[src/rtl/reg_op_sequencer_pkg.sv]
// Shared op codes, FSM state encodings and op helpers for the register op sequencer.
package reg_op_sequencer_pkg;

    typedef enum logic [2:0] {
        OP_CLR  = 3'd0,
        OP_LOAD = 3'd1,
        OP_INC  = 3'd2,
        OP_DEC  = 3'd3,
        OP_SHR  = 3'd4,
        OP_SHL  = 3'd5,
        OP_ROR  = 3'd6,
        OP_ROL  = 3'd7
    } op_e;

    typedef enum logic [1:0] {
        ST_IDLE = 2'd0,
        ST_RUN  = 2'd1,
        ST_DONE = 2'd2
    } state_e;

    // CLR and LOAD are single-shot regardless of the requested repeat count.
    function automatic logic op_is_single(input op_e op);
        return (op == OP_CLR) || (op == OP_LOAD);
    endfunction

endpackage

[src/rtl/reg_seq_counter.sv]
// Repeat-count down-counter: loads N on command accept, decrements once per RUN cycle.
module reg_seq_counter #(
    parameter int CNT_WIDTH = 4
) (
    input  logic                 clk,
    input  logic                 rst,
    input  logic                 load,
    input  logic [CNT_WIDTH-1:0] load_val,
    input  logic                 dec,
    output logic                 is_one
);

    logic [CNT_WIDTH-1:0] count;

    always_ff @(posedge clk) begin
        if (rst) begin
            count <= '0;
        end else if (load) begin
            count <= load_val;
        end else if (dec) begin
            count <= count - 1'b1;
        end
    end

    assign is_one = (count == CNT_WIDTH'(1));

endmodule

[src/rtl/reg_op_sequencer.sv]
// Command-driven controller that issues repeated one-hot control strobes to a datapath register.
module reg_op_sequencer
    import reg_op_sequencer_pkg::*;
#(
    parameter int DATA_WIDTH = 16,
    parameter int CNT_WIDTH  = 4
) (
    input  logic                  clk,
    input  logic                  rst,
    input  logic                  cmd_valid,
    output logic                  cmd_ready,
    input  logic [2:0]            cmd_op,
    input  logic [CNT_WIDTH-1:0]  cmd_cnt,
    input  logic [DATA_WIDTH-1:0] cmd_data,
    input  logic                  cmd_fill,
    input  logic                  abort,
    input  logic [DATA_WIDTH-1:0] reg_out,
    output logic                  reg_cl,
    output logic                  reg_ld,
    output logic                  reg_inc,
    output logic                  reg_dec,
    output logic                  reg_sr,
    output logic                  reg_sl,
    output logic                  reg_ir,
    output logic                  reg_il,
    output logic [DATA_WIDTH-1:0] reg_in,
    output logic                  busy,
    output logic                  done
);

    state_e                state;
    op_e                   op_q;
    logic [DATA_WIDTH-1:0] data_q;
    logic                  fill_q;
    logic                  accept;
    logic                  cnt_is_one;
    logic                  run_active;
    logic [CNT_WIDTH-1:0]  n_val;
    logic                  unused_mid_bits;

    assign accept = cmd_valid && cmd_ready;
    assign n_val  = (op_is_single(op_e'(cmd_op)) || (cmd_cnt == '0)) ? CNT_WIDTH'(1) : cmd_cnt;

    reg_seq_counter #(.CNT_WIDTH(CNT_WIDTH)) u_counter (
        .clk      (clk),
        .rst      (rst),
        .load     (accept),
        .load_val (n_val),
        .dec      (state == ST_RUN),
        .is_one   (cnt_is_one)
    );

    always_ff @(posedge clk) begin
        if (rst) begin
            state     <= ST_IDLE;
            op_q      <= OP_CLR;
            data_q    <= '0;
            fill_q    <= 1'b0;
            cmd_ready <= 1'b1;
            busy      <= 1'b0;
            done      <= 1'b0;
        end else begin
            case (state)
                ST_IDLE: begin
                    if (cmd_valid) begin
                        op_q      <= op_e'(cmd_op);
                        data_q    <= cmd_data;
                        fill_q    <= cmd_fill;
                        state     <= ST_RUN;
                        cmd_ready <= 1'b0;
                        busy      <= 1'b1;
                    end
                end
                ST_RUN: begin
                    if (abort || cnt_is_one) begin
                        state <= ST_DONE;
                        done  <= 1'b1;
                    end
                end
                ST_DONE: begin
                    state     <= ST_IDLE;
                    done      <= 1'b0;
                    busy      <= 1'b0;
                    cmd_ready <= 1'b1;
                end
                default: begin
                    state     <= ST_IDLE;
                    done      <= 1'b0;
                    busy      <= 1'b0;
                    cmd_ready <= 1'b1;
                end
            endcase
        end
    end

    // Abort suppresses the strobe in the very cycle it is seen, so it gates the decode directly.
    assign run_active = (state == ST_RUN) && !abort;

    always_comb begin
        reg_cl  = 1'b0;
        reg_ld  = 1'b0;
        reg_inc = 1'b0;
        reg_dec = 1'b0;
        reg_sr  = 1'b0;
        reg_sl  = 1'b0;
        reg_ir  = 1'b0;
        reg_il  = 1'b0;
        reg_in  = '0;
        if (run_active) begin
            case (op_q)
                OP_CLR:  reg_cl  = 1'b1;
                OP_LOAD: begin
                    reg_ld = 1'b1;
                    reg_in = data_q;
                end
                OP_INC:  reg_inc = 1'b1;
                OP_DEC:  reg_dec = 1'b1;
                OP_SHR: begin
                    reg_sr = 1'b1;
                    reg_ir = fill_q;
                end
                OP_SHL: begin
                    reg_sl = 1'b1;
                    reg_il = fill_q;
                end
                OP_ROR: begin
                    reg_sr = 1'b1;
                    reg_ir = reg_out[0];
                end
                OP_ROL: begin
                    reg_sl = 1'b1;
                    reg_il = reg_out[DATA_WIDTH-1];
                end
                default: ;
            endcase
        end
    end

    // Only the end bits of reg_out feed the rotate path.
    assign unused_mid_bits = ^reg_out[DATA_WIDTH-2:1];

endmodule
[config.mk]
export PLATFORM = sky130hd
export DESIGN_NAME = reg_op_sequencer
export DESIGN_NICKNAME = d
export VERILOG_FILES = /design/src/rtl/reg_op_sequencer_pkg.sv /design/src/rtl/reg_seq_counter.sv /design/src/rtl/reg_op_sequencer.sv
export SDC_FILE = /design/constraint.sdc
export NUM_CORES = 1
export LEC_CHECK = 0
export BUFFER_PORTS_ARGS = -buffer_cell sky130_fd_sc_hd__buf_2
export CAP_MARGIN = 20
export CORE_ASPECT_RATIO = 0.6
export CORE_MARGIN = 2
export CORE_UTILIZATION = 45
export DETAILED_ROUTE_END_ITERATION = 12
export PLACE_DENSITY = 0.88
export SLEW_MARGIN = 20
export SYNTH_ARGS = -nofsm -noshare
export SYNTH_HDL_FRONTEND = slang
export SYNTH_HIERARCHICAL = 1
export SYNTH_SLANG_ARGS = --single-unit
[constraint.sdc]
create_clock -name clk -period 1.7 [get_ports clk]
set_input_delay 0.34 -clock clk [delete_from_list [all_inputs] [get_ports clk]]
set_output_delay 0.34 -clock clk [all_outputs]
set_load 0.1 [all_outputs]
---- Word level (Yosys, flattened, before mapping) ----
Index checks and enable logic that the tools add are counted.
word-level totals
  register bits after elaboration ......... 29
  output and inout bits ................... 27
  word-level logic and storage cells ...... 70
operators by class
  add/subtract/negate cells ............... 1
  eq/ne operators ......................... 12
  multiplexer cells ....................... 30
  bitwise logic cells ..................... 2
  reductions and logical operators ........ 17
operators by type and width
  cell                                                                count
  16-bit two-way mux                                                  2
  1-bit two-way mux                                                   17
  3-bit == test, second input constant                                4
  4-bit two-way mux                                                   3
  1-bit one-hot mux with 2 select lines                               5
  2-bit AND reduction                                                 4
  3-bit by 1-bit == test with 1-bit output, second input constant     2
  3-bit by 2-bit == test with 1-bit output, second input constant     2
  3-bit zero test                                                     2
  4-bit by 1-bit == test with 1-bit output, second input constant     1
  4-bit zero test                                                     1
  2-bit two-way mux                                                   2
  2-bit inequality test, second input constant                        2
  2-bit one-hot mux with 2 select lines                               1
  2-bit OR reduction                                                  2
  4-bit by 1-bit subtractor with 4-bit output, second input constant  1
  1-bit logical OR                                                    3
  2-bit by 1-bit == test with 1-bit output, second input constant     1
  1-bit logical AND                                                   2
  2-bit zero test                                                     1
  1-bit inverter                                                      2
  2-bit nonzero test                                                  1
  1-bit zero test                                                     1

---- Logic depth before layout (Yosys ltp) ----
  depth in word-level cells ............... 5
  gate-level depth with buffers ........... 5
  mapped depth without buffers ............ 5

---- Hierarchy ----
Netlist, hierarchy kept.
modules (own cells, without submodules)
  module            times used  cells each  area each (µm²)
  reg_op_sequencer  1           148         1437.6
  reg_seq_counter   1           27          246.5

---- Worst setup path before layout ----
No wires, ideal clock.
  path kind ............................... reg-to-output
  from .................................... register op_q[2]
  to ...................................... output reg_in[7]
  data arrival time ....................... 3832 ps
  data required time ...................... 1360 ps
  path slack .............................. -2472 ps
  stages on the path, launching flop included .. 4
  path buffers ............................ 2
  cell sequence ........................... dfxtp_1 -> buf_2 -> buf_2 -> nor4b_1
on the way
  cells in the longest elaborated chain, start to end .. 3
RTL lines
  what                                      line                     source
  from (decl)                               reg_op_sequencer.sv:32   op_e op_q;
  from (signal assigned)                    reg_op_sequencer.sv:66   op_q <= op_e'(cmd_op);
  3-bit by 1-bit == test with 1-bit output  reg_op_sequencer.sv:110  case (op_q)
  16-bit two-way mux                        reg_op_sequencer.sv:110
  16-bit two-way mux                        reg_op_sequencer.sv:109  if (run_active) begin
  to (decl)                                 reg_op_sequencer.sv:26   output logic [DATA_WIDTH-1:0] reg_in,
Every way passes these cells.

---- Worst setup path after layout ----
  from .................................... register state[1]
  to ...................................... output reg_in[9]
on the way
  cells in the longest elaborated chain, start to end .. 3
RTL lines
  what                                      line                     source
  from (decl)                               reg_op_sequencer.sv:31   state_e state;
  from (signal assigned)                    reg_op_sequencer.sv:55   state <= ST_IDLE;
  from (signal assigned)                    reg_op_sequencer.sv:69   state <= ST_RUN;
  from (signal assigned)                    reg_op_sequencer.sv:76   state <= ST_DONE;
  2-bit by 1-bit == test with 1-bit output  reg_op_sequencer.sv:97   assign run_active = (state == ST_RUN) && !abort;
  1-bit logical AND                         reg_op_sequencer.sv:97
  16-bit two-way mux                        reg_op_sequencer.sv:109
Every way passes these cells.

==> load_flow_metrics.sql <==
INSERT INTO impl_metrics (metric_group, metric, value, unit) VALUES
('outcome', 'outcome', 'finished with violations', ''),
('outcome', 'failed_checks', 'setup timing', ''),
('setup_path', 'reg2reg_from', 'u_counter/count[0]$_SDFFE_PP0P_', ''),
('power_and_ir_drop', 'total_leakage_power', '0.00117', 'µW'),
('global_routing', 'global_route.usage.total', '0.254', ''),
('die', 'floorplan.die.width', '83.0', 'µm'),
('global_routing', 'gr-total-overflow', '0', ''),
('synth', 'synth-seq-cells', '29', ''),
('synth', 'synth_edf_count', '0', ''),
('cts', 'htree_levels', '2', ''),
('cts', 'clock_tree.buffer_depth', '2', ''),
('detailed_routing', 'postRouteAntennaNets', '0', ''),
('setup_path', 'cp_data_arrival_time', '1.61', 'ns'),
('timing', 'layout_min_cycle_time', '1.95', 'ns'),
('synth', 'synthDistinctLibCells', '31', ''),
('min_path', 'worst_hold_path_class', 'input port to flip-flop', ''),
('detailed_routing', 'wire_per_inst', '19.3', 'µm'),
('synth', 'synthCells', '175', ''),
('synth', 'synth-async-reset-ratio', '0', ''),
('global_routing', 'busiest_layer', 'met2', ''),
('setup_path', 'worst-setup-path-type', 'flip-flop to output port', ''),
('detailed_routing', 'wl', '5.78', 'mm'),
('cts', 'cts_inserted_buffers', '5', ''),
('synth', 'synth_top_area_frac', '0.345', ''),
('timing', 'max_freq', '513', 'MHz'),
('power_and_ir_drop', 'p_int', '1310', 'µW'),
('timing', 'worst_slew_pin_slew', '0.652', 'ns'),
('global_routing', 'grt_first_pass_wirelength', '8.16', 'mm'),
('setup_path', 'cell_chain_of_the_critical_path', 'nand4bb_4 > clkbuf_16 > nor4b_4 > buf_12', ''),
('detailed_routing', 'dr_total_vias', '1594', ''),
('power_and_ir_drop', 'power.clock.fraction', '0.308', ''),
('setup_path', 'path_buf_inv', '2', ''),
('global_routing', 'globalRouteMet3Util', '0.0921', ''),
('synth', 'synth_fp_nets', '221', ''),
('synth', 'synth.most_common_cell', 'nand2b_1', ''),
('setup_path', 'worstPathRequired', '1.36', 'ns'),
('min_path', 'whs_endpoint', 'data_q[2]$_SDFFE_PP0P_', ''),
('detailed_routing', 'route.detailed.vias_per_inst', '5.33', ''),
('setup_path', 'setup.worst_path.end_class', 'output port', ''),
('placed_design', 'port_buffers', '56', ''),
('cells_and_area', 'nNetsFinal', '298', ''),
('cts', 'worst_skew_late_latency', '0.30', 'ns'),
('synth', 'synthFlopType', 'dfxtp_1', ''),
('timing', 'fin_ws', '-0.251', 'ns'),
('min_path', 'hold_depth', '3', ''),
('cts', 'worst_setup_hold_path_clk_slew', '0.06', 'ns'),
('placed_design', 'dpl.cell_count', '280', ''),
('global_routing', 'first_global_vias', '1610', ''),
('cts', 'root_buffer', 'clkbuf_8', ''),
('setup_path', 'critical_path.slowest_cell', 'dfxtp_2', ''),
('global_routing', 'grt_max_degree', '49', ''),
('timing', 'final-max-slew-violation-count', '0', ''),
('timing', 'final_hold_slack', '0.311', 'ns'),
('timing', 'setup_violations', '24', ''),
('timing', 'finalSetupTns', '-4.71', 'ns'),
('global_routing', 'antenna_found_initial', '0', ''),
('cells_and_area', 'layoutNonFillerInstCount', '299', ''),
('setup_path', 'worstReg2RegEnd', 'state[0]$_SDFFE_PP0P_', ''),
('placed_design', 'finalWeightedCongestion', '0.853', ''),
('power_and_ir_drop', 'total_net_switching_power', '635', 'µW'),
('global_routing', 'grtUsageMet2', '0.411', ''),
('power_and_ir_drop', 'power.share.switching', '0.326', ''),
('detailed_routing', 'drt_pass_1_iters', '4', ''),
('power_and_ir_drop', 'pwr_density_cell', '640', 'nW/µm²'),
('setup_path', 'timing.critical_path.slowest_cell_delay', '0.33', 'ns'),
('timing', 'post-route-period-util', '1.15', ''),
('cells_and_area', 'proportion_of_layout_cells_with_a_drive_suffix_above_1', '0.504', ''),
('setup_path', 'timing.reg2reg.worst_path_depth', '4', ''),
('synth', 'synth-seq-area-share', '0.345', ''),
('power_and_ir_drop', 'ir_drop', '0.000598', 'V'),
('setup_path', 'timing.critical_path.max_delay_family', 'simple AND/OR/NAND/NOR gates', '');
[tightest hold or removal path, stage by stage]
cell	delay, ns
buf_2	0.09
nand2b_1	0.06
mux2i_1	0.06
[stage by stage]
step           cell area (µm²)  power (µW)  worst slack [ns]  utilization
2_1_floorplan             1980        1130            -0.629            -
3_3_place_gp              2740        1260            -0.135        0.753
3_5_place_dp              2740        1280            -0.150        0.753
4_1_cts                   2950        1880            -0.268        0.810
5_1_grt                   3040        2010            -0.279        0.836
6_report                  3040        1950            -0.251        0.836
[repair_timing]
item,in CTS,in global routing
buffers inserted,2,9
pin swaps,8,7
setup endpoints to repair,24,24
resized for setup,16,2
gates cloned,1,0
[cell usage in the layout (no fill, tap or decap), drive strengths merged, types with 3 or more instances in the layout]
master / synthesis / routed
a21oi: 3 / 3
dfxtp: 29 / 29
clkbuf: 7 / 8
o21a: 4 / 4
nor3: 4 / 4
inv: 6 / 6
buf: 7 / 83
mux2i: 23 / 23
nor3b: 4 / 4
nor4b: 19 / 19
nor2b: 4 / 4
nand2b: 41 / 41
nor2: 7 / 7
[how the worst max path moves through the flow]
stage | start | endpoint | slack [ns] | cells past startpoint
2_1_floorplan | state[1]$_SDFFE_PP0P_ | reg_in[11] | -0.63 | 4
3_3_place_gp | abort | reg_cl | -0.13 | 5
3_5_place_dp | abort | reg_in[0] | -0.15 | 5
5_1_grt | state[1]$_SDFFE_PP0P_ | reg_in[9] | -0.28 | 4
6_report | state[1]$_SDFFE_PP0P_ | reg_in[9] | -0.25 | 4
4_1_cts | state[1]$_SDFFE_PP0P_ | reg_in[11] | -0.27 | 4
[kinds of logic (layout without fill, tap and decap cells)]
logic type      Yosys count  count (layout)  share of synthesized area
simple gates             87              87                      0.383
flops                    29              29                      0.345
mux                      23              23                      0.137
buf+inv                  20              97                     0.0565
compound gates           11              11                     0.0483
xor+xnor                  3               3                     0.0156
fa+ha+maj                 2               2                     0.0149
[layout make-up]
| class | instances | area (µm²) |
|---|---|---|
| timing repair buffer | 84 | 958 |
| clock buffer | 7 | 86.3 |
| sequential | 29 | 591 |
| multi-input combinational | 126 | 1330 |
| inverter | 6 | 22.5 |
| fill | 177 | 596 |
| tap | 47 | 58.8 |
[sequential cells by signal, indices dropped and copies added, names as in the netlist]
| signal | count |
|---|---|
| busy | 1 |
| done | 1 |
| op_q | 3 |
| state | 2 |
| u_counter/count | 4 |
| cmd_ready | 1 |
| data_q | 16 |
| fill_q | 1 |
[routing by layer]
layer	vias up	part of all wire
li1	754	-
met1	765	0.42
met2	61	0.49
met3	14	0.057
met4	0	0.036
met5	-	0
[power groups by stage]
stage | clock (µW) | sequential [µW] | combinational [µW]
floorplan | 0 | 834 | 299
global placement | 0 | 798 | 457
detailed placement | 0 | 803 | 474
CTS | 594 | 793 | 494
global route | 634 | 803 | 576
finish | 600 | 797 | 550
Note: power is estimated with default switching activity, not from simulation.
